==> src/rtl/tx_frame_queue_pkg.sv <==
// tx_frame_queue_pkg
// Shared definitions for the transmit framing queue: the FSM state encodings and
// the default FIFO depth.
// Optional feature macro: TX_FRAME_CHECKSUM_EN. When it is defined, the TXQ_CSUM
// state exists.
package tx_frame_queue_pkg;

    localparam int unsigned TXQ_DEFAULT_DEPTH = 8;

    typedef enum logic [2:0] {
        TXQ_IDLE    = 3'd0,
        TXQ_START   = 3'd1,
        TXQ_WAIT_HI = 3'd2,
        TXQ_WAIT_LO = 3'd3
`ifdef TX_FRAME_CHECKSUM_EN
        ,
        TXQ_CSUM    = 3'd4
`endif
    } txq_state_e;

endpackage

==> src/rtl/tx_frame_queue_fifo.sv <==
// tx_fifo
// Parameterised synchronous FIFO that holds the {last, data} entries.
// It keeps the occupancy in a separate counter. Both pointers wrap modulo DEPTH,
// so DEPTH must be a power of two.
// Ports:
//   i_clk, i_reset    clock and asynchronous active-high reset
//   i_push, i_wdata   write strobe and entry; ignored when full
//   i_pop             read strobe; ignored when empty
//   o_rdata           head entry, read combinationally
//   o_full, o_empty   occupancy flags
//   o_count           current occupancy (0..DEPTH)
module tx_fifo #(
    parameter int unsigned DEPTH = 8,
    parameter int unsigned WIDTH = 9
) (
    input  logic                     i_clk,
    input  logic                     i_reset,
    input  logic                     i_push,
    input  logic [WIDTH-1:0]         i_wdata,
    input  logic                     i_pop,
    output logic [WIDTH-1:0]         o_rdata,
    output logic                     o_full,
    output logic                     o_empty,
    output logic [$clog2(DEPTH):0]   o_count
);

    localparam int unsigned AW = $clog2(DEPTH);
    localparam int unsigned CW = AW + 1;
    localparam logic [CW-1:0] FULL_COUNT = CW'(DEPTH);

    logic [WIDTH-1:0] r_mem [DEPTH];
    logic [AW-1:0]    r_wr_ptr;
    logic [AW-1:0]    r_rd_ptr;
    logic [CW-1:0]    r_count;
    logic             w_push;
    logic             w_pop;

    assign o_full  = (r_count == FULL_COUNT);
    assign o_empty = (r_count == '0);
    assign o_count = r_count;
    assign o_rdata = r_mem[r_rd_ptr];

    assign w_push = i_push && !o_full;
    assign w_pop  = i_pop && !o_empty;

    // Storage needs no reset; only the pointers and the count define validity.
    always_ff @(posedge i_clk) begin
        if (w_push) begin
            r_mem[r_wr_ptr] <= i_wdata;
        end
    end

    always_ff @(posedge i_clk or posedge i_reset) begin
        if (i_reset) begin
            r_wr_ptr <= '0;
            r_rd_ptr <= '0;
            r_count  <= '0;
        end else begin
            if (w_push) begin
                r_wr_ptr <= r_wr_ptr + AW'(1);
            end
            if (w_pop) begin
                r_rd_ptr <= r_rd_ptr + AW'(1);
            end
            if (w_push && !w_pop) begin
                r_count <= r_count + CW'(1);
            end else if (w_pop && !w_push) begin
                r_count <= r_count - CW'(1);
            end
        end
    end

endmodule

==> src/rtl/tx_frame_queue.sv <==
// tx_frame_queue
// Transmit framing queue. Producers push bytes, each tagged with an end-of-frame
// flag. The block hands the bytes one at a time to a UART transmitter through the
// TxD_start/TxD_busy handshake.
// Optional feature macro: TX_FRAME_CHECKSUM_EN. When it is defined, the block
// appends an XOR checksum byte after every frame.
// Ports:
//   i_clk, i_reset              clock and asynchronous active-high reset
//   i_wr_valid/data/last        producer byte and its end-of-frame flag
//   o_wr_ready                  FIFO not full
//   i_tx_busy                   transmitter busy (TxD_busy)
//   o_tx_start                  one-cycle start pulse (TxD_start)
//   o_tx_data                   byte presented to the transmitter
//   o_frame_done                pulse when the final byte of a frame completes
//   o_fill                      FIFO occupancy
//   o_overflow                  sticky write-while-full flag
module tx_frame_queue
    import tx_frame_queue_pkg::*;
#(
    parameter int unsigned DEPTH = TXQ_DEFAULT_DEPTH
) (
    input  logic                   i_clk,
    input  logic                   i_reset,
    input  logic                   i_wr_valid,
    input  logic [7:0]             i_wr_data,
    input  logic                   i_wr_last,
    output logic                   o_wr_ready,
    input  logic                   i_tx_busy,
    output logic                   o_tx_start,
    output logic [7:0]             o_tx_data,
    output logic                   o_frame_done,
    output logic [$clog2(DEPTH):0] o_fill,
    output logic                   o_overflow
);

    logic                   w_push;
    logic                   w_pop;
    logic                   w_full;
    logic                   w_empty;
    logic [8:0]             w_head;
    logic [$clog2(DEPTH):0] w_count;
    logic                   w_frame_end;

    txq_state_e r_state;
    txq_state_e w_state_next;

    logic       r_tx_start;
    logic [7:0] r_tx_data;
    logic       r_last;
    logic       r_frame_done;
    logic       r_overflow;
`ifdef TX_FRAME_CHECKSUM_EN
    logic [7:0] r_csum;
    logic       r_csum_phase;
`endif

    assign w_push     = i_wr_valid && !w_full;
    assign o_wr_ready = !w_full;
    assign o_fill     = w_count;

    tx_fifo #(
        .DEPTH (DEPTH),
        .WIDTH (9)
    ) u_fifo (
        .i_clk   (i_clk),
        .i_reset (i_reset),
        .i_push  (w_push),
        .i_wdata ({i_wr_last, i_wr_data}),
        .i_pop   (w_pop),
        .o_rdata (w_head),
        .o_full  (w_full),
        .o_empty (w_empty),
        .o_count (w_count)
    );

    always_ff @(posedge i_clk or posedge i_reset) begin
        if (i_reset) begin
            r_state <= TXQ_IDLE;
        end else begin
            r_state <= w_state_next;
        end
    end

    always_comb begin
        w_state_next = r_state;
        w_pop        = 1'b0;
        w_frame_end  = 1'b0;
        case (r_state)
            TXQ_IDLE: begin
                // Hold off while the transmitter is still busy, so that a start
                // pulse never overlaps busy.
                if (!w_empty && !i_tx_busy) begin
                    w_pop        = 1'b1;
                    w_state_next = TXQ_START;
                end
            end
            TXQ_START: begin
                w_state_next = TXQ_WAIT_HI;
            end
            TXQ_WAIT_HI: begin
                if (i_tx_busy) begin
                    w_state_next = TXQ_WAIT_LO;
                end
            end
            TXQ_WAIT_LO: begin
                if (!i_tx_busy) begin
`ifdef TX_FRAME_CHECKSUM_EN
                    if (r_last) begin
                        w_state_next = TXQ_CSUM;
                    end else begin
                        w_frame_end  = r_csum_phase;
                        w_state_next = TXQ_IDLE;
                    end
`else
                    w_frame_end  = r_last;
                    w_state_next = TXQ_IDLE;
`endif
                end
            end
`ifdef TX_FRAME_CHECKSUM_EN
            TXQ_CSUM: begin
                w_state_next = TXQ_START;
            end
`endif
            default: begin
                w_state_next = TXQ_IDLE;
            end
        endcase
    end

    always_ff @(posedge i_clk or posedge i_reset) begin
        if (i_reset) begin
            r_tx_start   <= 1'b0;
            r_tx_data    <= 8'h00;
            r_last       <= 1'b0;
            r_frame_done <= 1'b0;
            r_overflow   <= 1'b0;
`ifdef TX_FRAME_CHECKSUM_EN
            r_csum       <= 8'h00;
            r_csum_phase <= 1'b0;
`endif
        end else begin
            // The start pulse is registered; it is high exactly while in START.
            r_tx_start   <= (w_state_next == TXQ_START);
            r_frame_done <= w_frame_end;
            if (i_wr_valid && w_full) begin
                r_overflow <= 1'b1;
            end
            if (w_pop) begin
                r_tx_data <= w_head[7:0];
                r_last    <= w_head[8];
            end
`ifdef TX_FRAME_CHECKSUM_EN
            if (w_pop) begin
                r_csum <= r_csum ^ w_head[7:0];
            end
            if (r_state == TXQ_CSUM) begin
                r_tx_data    <= r_csum;
                r_last       <= 1'b0;
                r_csum_phase <= 1'b1;
            end
            if (w_frame_end) begin
                r_csum       <= 8'h00;
                r_csum_phase <= 1'b0;
            end
`endif
        end
    end

    assign o_tx_start   = r_tx_start;
    assign o_tx_data    = r_tx_data;
    assign o_frame_done = r_frame_done;
    assign o_overflow   = r_overflow;

endmodule
==> config.mk <==
export PLATFORM = sky130hd
export DESIGN_NAME = tx_frame_queue
export DESIGN_NICKNAME = d
export VERILOG_FILES = /design/src/rtl/tx_frame_queue_pkg.sv /design/src/rtl/tx_frame_queue_fifo.sv /design/src/rtl/tx_frame_queue.sv
export SDC_FILE = /design/constraint.sdc
export NUM_CORES = 1
export LEC_CHECK = 0
export ABC_AREA = 1
export BUFFER_PORTS_ARGS = -buffer_cell sky130_fd_sc_hd__clkbuf_2
export CAP_MARGIN = 5
export CORE_MARGIN = 2
export CORE_UTILIZATION = 60
export DETAILED_ROUTE_END_ITERATION = 12
export GPL_TIMING_DRIVEN = 0
export PLACE_DENSITY = 0.77
export SYNTH_ARGS = -nofsm -noshare
export SYNTH_HDL_FRONTEND = slang
export SYNTH_HIERARCHICAL = 1
export SYNTH_SLANG_ARGS = --single-unit
==> constraint.sdc <==
create_clock -name i_clk -period 2.94 [get_ports i_clk]
set_input_delay 0 -clock i_clk [delete_from_list [all_inputs] [get_ports i_clk]]
set_output_delay 0 -clock i_clk [all_outputs]
set_load 0.01 [all_outputs]
**Yosys cells after proc, flatten, opt, wreduce, memory -nomap -nowiden**

Memory sizes are Yosys's and may differ from the RTL's. A register that Yosys moved wholly into a read port is not among the register bits.
Index checks and enable logic that the tools add are counted.

- Register bits: 16
- Word-level logic and storage cells: 44
- Bits of input ports: 13
- Memories kept: 1
- RAM bits: 72
- Output and inout port bits: 16

Memory list:

| memory | words | width | read ports | clocked after Yosys merged registers in | write ports | line | RTL |
|---|---|---|---|---|---|---|---|
| u_fifo.r_mem | 8 | 9 | 1 | 1 | 1 | tx_frame_queue_fifo.sv:31 | `logic [WIDTH-1:0] r_mem [DEPTH];` |

- Equality and inequality tests: 5
- Add/sub/neg operators: 4
- Muxes and demuxes: 12
- Reduce and logical (&&, ||, !) cells: 15

Operators by type and width:

| cell | number |
|---|---|
| 3-bit case mux with 4 select lines | 1 |
| 3-bit two-way mux | 3 |
| 4-bit two-way mux | 2 |
| 1-bit logical AND | 7 |
| 3-bit by 1-bit adder with 3-bit output, second input constant | 2 |
| 3-bit by 1-bit == test with 1-bit output, second input constant | 2 |
| 3-bit by 2-bit == test with 1-bit output, second input constant | 2 |
| 1-bit two-way mux | 6 |
| 1-bit zero test | 5 |
| 4-bit by 1-bit adder with 4-bit output, second input constant | 1 |
| 4-bit == test, second input constant | 1 |
| 4-bit zero test | 1 |
| 4-bit by 1-bit subtractor with 4-bit output, second input constant | 1 |
| 3-bit zero test | 1 |
| 2-bit nonzero test | 1 |

**Depth between registers and ports, before layout**

- Depth in word-level cells: 9
- Depth in mapped cells: 17
- Mapped depth without buffers: 16

**By module**

Netlist, hierarchy kept.

Modules (own cells, without submodules):

| module | instances | sequential area each (um2) | area an instance (um2) | cells an instance |
|---|---|---|---|---|
| tx_fifo | 1 | 2412.3 | 3538.4 | 323 |
| tx_frame_queue | 1 | 375.4 | 624.3 | 64 |

**Worst setup path after synthesis**

OpenSTA, ideal clock, no wires.

- Path type: reg-to-reg
- Start: register u_fifo.r_count[0], in the netlist u_fifo/o_count[0]
- End: register u_fifo.r_count[3], in the netlist u_fifo/o_count[3]
- Data arrival time: 2.432 ns
- Path slack: 0.391 ns
- Buffers on the path: 1
- Clock period less this slack: 2.549 ns
- Setup time: 0.117 ns
- Data required time: 2.823 ns
- Cell stages (with the launch flop): 17
- Cell sequence: dfrtp_1 nor2_1 nand3_1 inv_1 nor2_4 nand3_4 buf_6 inv_1 nand2_2 ha_1 inv_1 ha_1 or2_2 nand2_1 nand2_1 nand3_1 nand2_1

- Longest elaborated chain between the ends: 9
- Elaborated cells on any way between the ends: 19
- Classes of those cells: add/sub (2); eq/ne (1); mux (4); reduce/logical (12)

RTL lines:

| item | line | RTL |
|---|---|---|
| start, declared | tx_frame_queue_fifo.sv:34 | `logic [CW-1:0] r_count;` |
| start signal, assigned | tx_frame_queue_fifo.sv:66 | `r_count <= r_count + CW'(1);` |
| start signal, assigned | tx_frame_queue_fifo.sv:68 | `r_count <= r_count - CW'(1);` |
| 4-bit zero test (*) | tx_frame_queue_fifo.sv:39 | `assign o_empty = (r_count == '0);` |
| named net w_empty | tx_frame_queue.sv:39 | `logic w_empty;` |
| 1-bit zero test (*) | tx_frame_queue.sv:92 | `if (!w_empty && !i_tx_busy) begin` |
| 1-bit logical AND (*) | tx_frame_queue.sv:92 |  |
| 1-bit two-way mux (*) | tx_frame_queue.sv:92 |  |
| 1-bit two-way mux (*) | tx_frame_queue.sv:88 | `case (r_state)` |
| named net w_pop | tx_frame_queue.sv:37 | `logic w_pop;` |
| 1-bit logical AND (*) | tx_frame_queue_fifo.sv:44 | `assign w_pop = i_pop && !o_empty;` |
| 1-bit zero test | tx_frame_queue_fifo.sv:65 | `if (w_push && !w_pop) begin` |
| 1-bit logical AND | tx_frame_queue_fifo.sv:65 |  |
| 4-bit two-way mux or 2-bit nonzero test (tied branches) | n/a |  |

The timed path passes the listed nets; every way through them passes the cells marked *. The select of a mux whose other input is x is not followed.
A chain may end at the register's enable or synchronous reset.

**Worst setup path after layout**

Same ends and word-level chain as after synthesis.

==> results by stage <==
Timing:
- The number of failing hold endpoints at the final stage is 0.
- At the pin with the least slew margin, the transition time is 916.8 ps.
- Headroom to the max-slew limit came out at 38.66%.
- Setup violations remaining at the end of the flow were counted as 0.
- The achievable clock frequency is 376.3 MHz.
- Summed over all failing endpoints, the final setup total negative slack is 0 ps.
- The max-slew violation count was 0.
- Clock skew on the completed layout was measured at 8.958 ps.
- Of the available clock period, the critical path in the final layout requires 90.39%.
- Subtracting the final worst setup slack from the clock period gives 2657 ps.
- Setup repair after global routing left no endpoint under its margin.

Power:
- The analysis attributes to net switching a power of 1.770 mW.
- The leakage power is just over 2 nW.
- IR analysis of the VDD net gives a maximum drop of 0.4539 mV.
- In this run, the combinational gates consume 39.1% of the power.
- In this run, flip-flops and latches consume 42.5% of the power.
- The total power density per cell area is 948.8 nW/um^2.
- Of the total power, the share spent switching nets is between 30% and 40%.
- The internal power summed over all cells is 2.732 mW.
- The clock power share is 18.5%.

Die:
- The die is 87.30 um wide.
- The floorplan die area is 7620 um^2.
- The placeable core area is 6756 um^2.
- Pin placement for this block handled 29 I/O pins.
- The die is between 80 and 90 um tall.
- The effective utilization at floorplan is 61.61%.
- The floorplan has 30 rows.

Synthesis:
- The net count after synthesis is 406.
- The unique cell type count in the Yosys netlist is 30.
- The cell count after synthesis came out at roughly 390.
- After synthesis the cells add up to 4163 um^2.
- In this run the mean area of a mapped cell was 10.76 um^2.
- The synthesis-stage register bit count is 97.
- The share of the Yosys chip area taken by registers is 66.97%.
- Yosys printed 6 warnings.

Setup path:
- The worst-path cell with the longest stage delay is sky130_fd_sc_hd__dfrtp_2.
- The signal on the critical path passes through nor2_1 > nand3_1 > inv_1 > nor2_4 > nand3_4 > buf_6 > inv_1 > nand2_2 > ha_1 > inv_1 > ha_1 > or2_2 > nand2_1 > nand2_1 > nand3_1 > nand2_1.
- The kind of capture point of the worst setup path is a flip-flop.
- The worst setup slack for register-to-register paths is 280 ps.
- The largest single stage delay on the critical path is 470 ps.
- The maximum fanout count along the critical path is 10.
- The count of cells along the worst register-to-register path is 16.
- The kind of critical path is flip-flop to flip-flop.
- The data required time of the worst path is roughly 3200 ps.
- In this run the critical register-to-register path is captured at u_fifo/o_count[3]$_DFFE_PP0P_.
- The worst register-to-register path begins at u_fifo/o_count[0]$_DFFE_PP0P_.
- The data arrival time of the worst path is 2920 ps.
- The element type at the critical path start is a flip-flop.

Route:
- The detail-routed via count per cell is 5.394.
- The number of nets with antenna violations after detailed routing is 0.
- The first-pass iteration count of the detailed router is 7.
- The aggregate routed wire length is about 8.3 mm.
- The iteration-0 DRC count of the detailed router is between 400 and 500.
- In the routed design, unresolved DRC markers number 0.
- Dividing the detail-routed wire length by the instance count gives 15.83 um.
- Detailed routing inserted a total of approximately 2,800 vias.

Clock network:
- The TritonCTS clock tree is done.
- The CTS buffer count is 9.
- The clock slew at the register clock pins of the worst setup and hold paths is 90 ps.
- The cell at the root of the clock tree is sky130_fd_sc_hd__clkbuf_8.
- No sink is reached through more buffers than the 2 on the longest clock path.
- For the worst-skew pair, the clock arrives at the later sink with an insertion delay of 360 ps.
- The H-tree generated during clock tree synthesis spans 3 levels.
- The number of sinks handled by clock tree synthesis is 97.

Outcome:
- The flow ran to the end, and the final reports show no timing, DRC or antenna violations.

Cells and area:
- Leaving out fill and tap cells, the most frequent cell in the layout is sky130_fd_sc_hd__nand2_1.
- The number of antenna diodes in the final layout is 0.
- The final design instance area without fill is between 4000 and 5000 um^2.
- The top cell types in the final layout, fill and taps aside, are sky130_fd_sc_hd__nand2_1, sky130_fd_sc_hd__edfxtp_1, sky130_fd_sc_hd__nor2_1.
- Counting the fill cells in the layout gives about 490.
- The final net count is 460.
- The synthesis-to-finish area growth is 13.98%.
- The fraction of layout cells with a size suffix above 1 is 16.59%.

Global route:
- The global-route wire length before repair is 13.23 mm.
- The total track usage is 23.59%.
- In the global route stage, met1 resource usage came out at 32.49%.
- The total congestion overflow is 0.
- The number of antenna violations at the first check in global routing is 0.
- The routing layer with the top usage in global route is met2.
- For met3 alone, demand over resource in global routing was 3.507%.
- In the global route stage, met2 resource usage came out at between 30% and 40%.
- The via count of the first global-routing pass is 2,628.
- The maximum number of pins on one net before global-route repair is 20.

Place:
- The final RePlAce weighted congestion is around 0.86.
- Detailed placement finished with a half-perimeter wire length of around 5.5 mm.
- The post-place instance area is 4403 um^2.
- In this run the tool buffered the top-level ports with 28 buffer cells.

Job:
- The tool flagged a number of max-cap violations equal to 0.

Hold path:
- The path class of the tightest hold or removal check is input pin to async pin.
[state kept, by name (all words and copies together) (netlist names)]
register         flops
u_fifo/r_mem        72
o_frame_done         1
r_last               1
u_fifo/o_count       4
u_fifo/r_rd_ptr      3
o_tx_start           1
o_tx_data            8
o_overflow           1
r_state              3
u_fifo/r_wr_ptr      3
[cell families (layout without fill, tap and decap cells)]
logic type / count (synthesis) / in the layout / synth area share (%)
simple gates: 201 / 201 / 19.87
flops: 97 / 97 / 66.97
compound gates: 42 / 42 / 5.110
buf+inv: 35 / 94 / 4.929
fa+ha+maj: 6 / 6 / 1.984
xor+xnor: 5 / 5 / 1.052
other cells: 1 / 1 / 0.09008
[synthesized netlist by cell type, drive strengths merged]
library cell	instances	share of area (%)
a21oi	1	0.12
buf	14	2.9
clkinv	1	0.090
conb	1	0.090
dfrtp	25	15
edfxtp	72	52
fa	1	0.48
ha	5	1.5
inv	20	2.0
nand2	150	14
nand3	7	1.3
nand3b	1	0.18
nand4	9	1.4
nor2	33	3.2
o21ai	40	4.8
o21bai	1	0.18
or2	1	0.15
xnor2	4	0.84
xor2	1	0.21
[stage by stage]
stage	util, %	std cells	setup slack [ps]	total power [mW]	hold WS, ps
6_report	70.22	526	282.5	4.502	145.8
5_1_grt	70.22	526	6.929	4.822	202.6
4_1_cts	69.85	523	133.6	4.472	150.1
3_5_place_dp	65.17	495	152.9	3.642	-10.64
3_3_place_gp	65.17	495	196.4	3.592	-14.85
2_1_floorplan	-	387	391.0	3.143	-159.8
[per-layer routing]
| metal | vias up | routed length, um |
|---|---|---|
| li1 | 1393 | - |
| met1 | 1318 | 3623 |
| met2 | 111 | 4021 |
| met3 | 15 | 540 |
| met4 | 0 | 140 |
| met5 | - | 0 |
[critical path, delay by kind of cell, from the launching register on]
kind | cells | cell delay, ps
buf+inv | 4 | 420
flops | 1 | 470
fa+ha+maj | 2 | 530
simple gates | 10 | 1140
[worst max path at each step]
| stage | start | to | slack [ps] | cells after the start |
|---|---|---|---|---|
| floorplan | u_fifo/o_count[0]$_DFFE_PP0P_ | u_fifo/o_count[3]$_DFFE_PP0P_ | 390 | 16 |
| global placement | u_fifo/o_count[0]$_DFFE_PP0P_ | u_fifo/o_count[3]$_DFFE_PP0P_ | 200 | 16 |
| detailed placement | u_fifo/o_count[0]$_DFFE_PP0P_ | u_fifo/o_count[3]$_DFFE_PP0P_ | 150 | 16 |
| CTS | u_fifo/o_count[0]$_DFFE_PP0P_ | u_fifo/o_count[3]$_DFFE_PP0P_ | 130 | 16 |
| global route | u_fifo/o_count[0]$_DFFE_PP0P_ | u_fifo/o_count[3]$_DFFE_PP0P_ | 7 | 16 |
| finish | u_fifo/o_count[0]$_DFFE_PP0P_ | u_fifo/o_count[3]$_DFFE_PP0P_ | 280 | 16 |
[cell type report]
| cell class | count | area, um^2 | share of cell area, % |
|---|---|---|---|
| Clock inverter | 7 | 72.57 | 1.530 |
| Timing Repair Buffer | 43 | 282.8 | 5.960 |
| Tap cell | 80 | 100.1 | 2.110 |
| Multi-Input combinational cell | 255 | 1170 | 24.66 |
| Clock buffer | 9 | 123.9 | 2.611 |
| Sequential cell | 97 | 2790 | 58.81 |
| Inverter | 21 | 86.33 | 1.820 |
| Buffer | 14 | 118.9 | 2.505 |
[timing repair]
| item | in CTS | in global routing |
|---|---|---|
| hold buffers | 12 | 0 |
| setup buffers | 0 | 3 |
| setup endpoints to repair | 0 | 1 |
| hold endpoints to repair | 100 | 0 |
| gates resized for setup | 0 | 2 |
[power by group through the flow]
stage               clock, mW  sequential, mW  combinational, mW
floorplan                   0            1.95               1.20
global placement            0            1.93               1.67
detailed placement          0            1.94               1.71
CTS                     0.837            1.91               1.73
global route            0.909            1.94               1.97
finish                  0.831            1.91               1.76
Power figures use the tool's default switching activity.
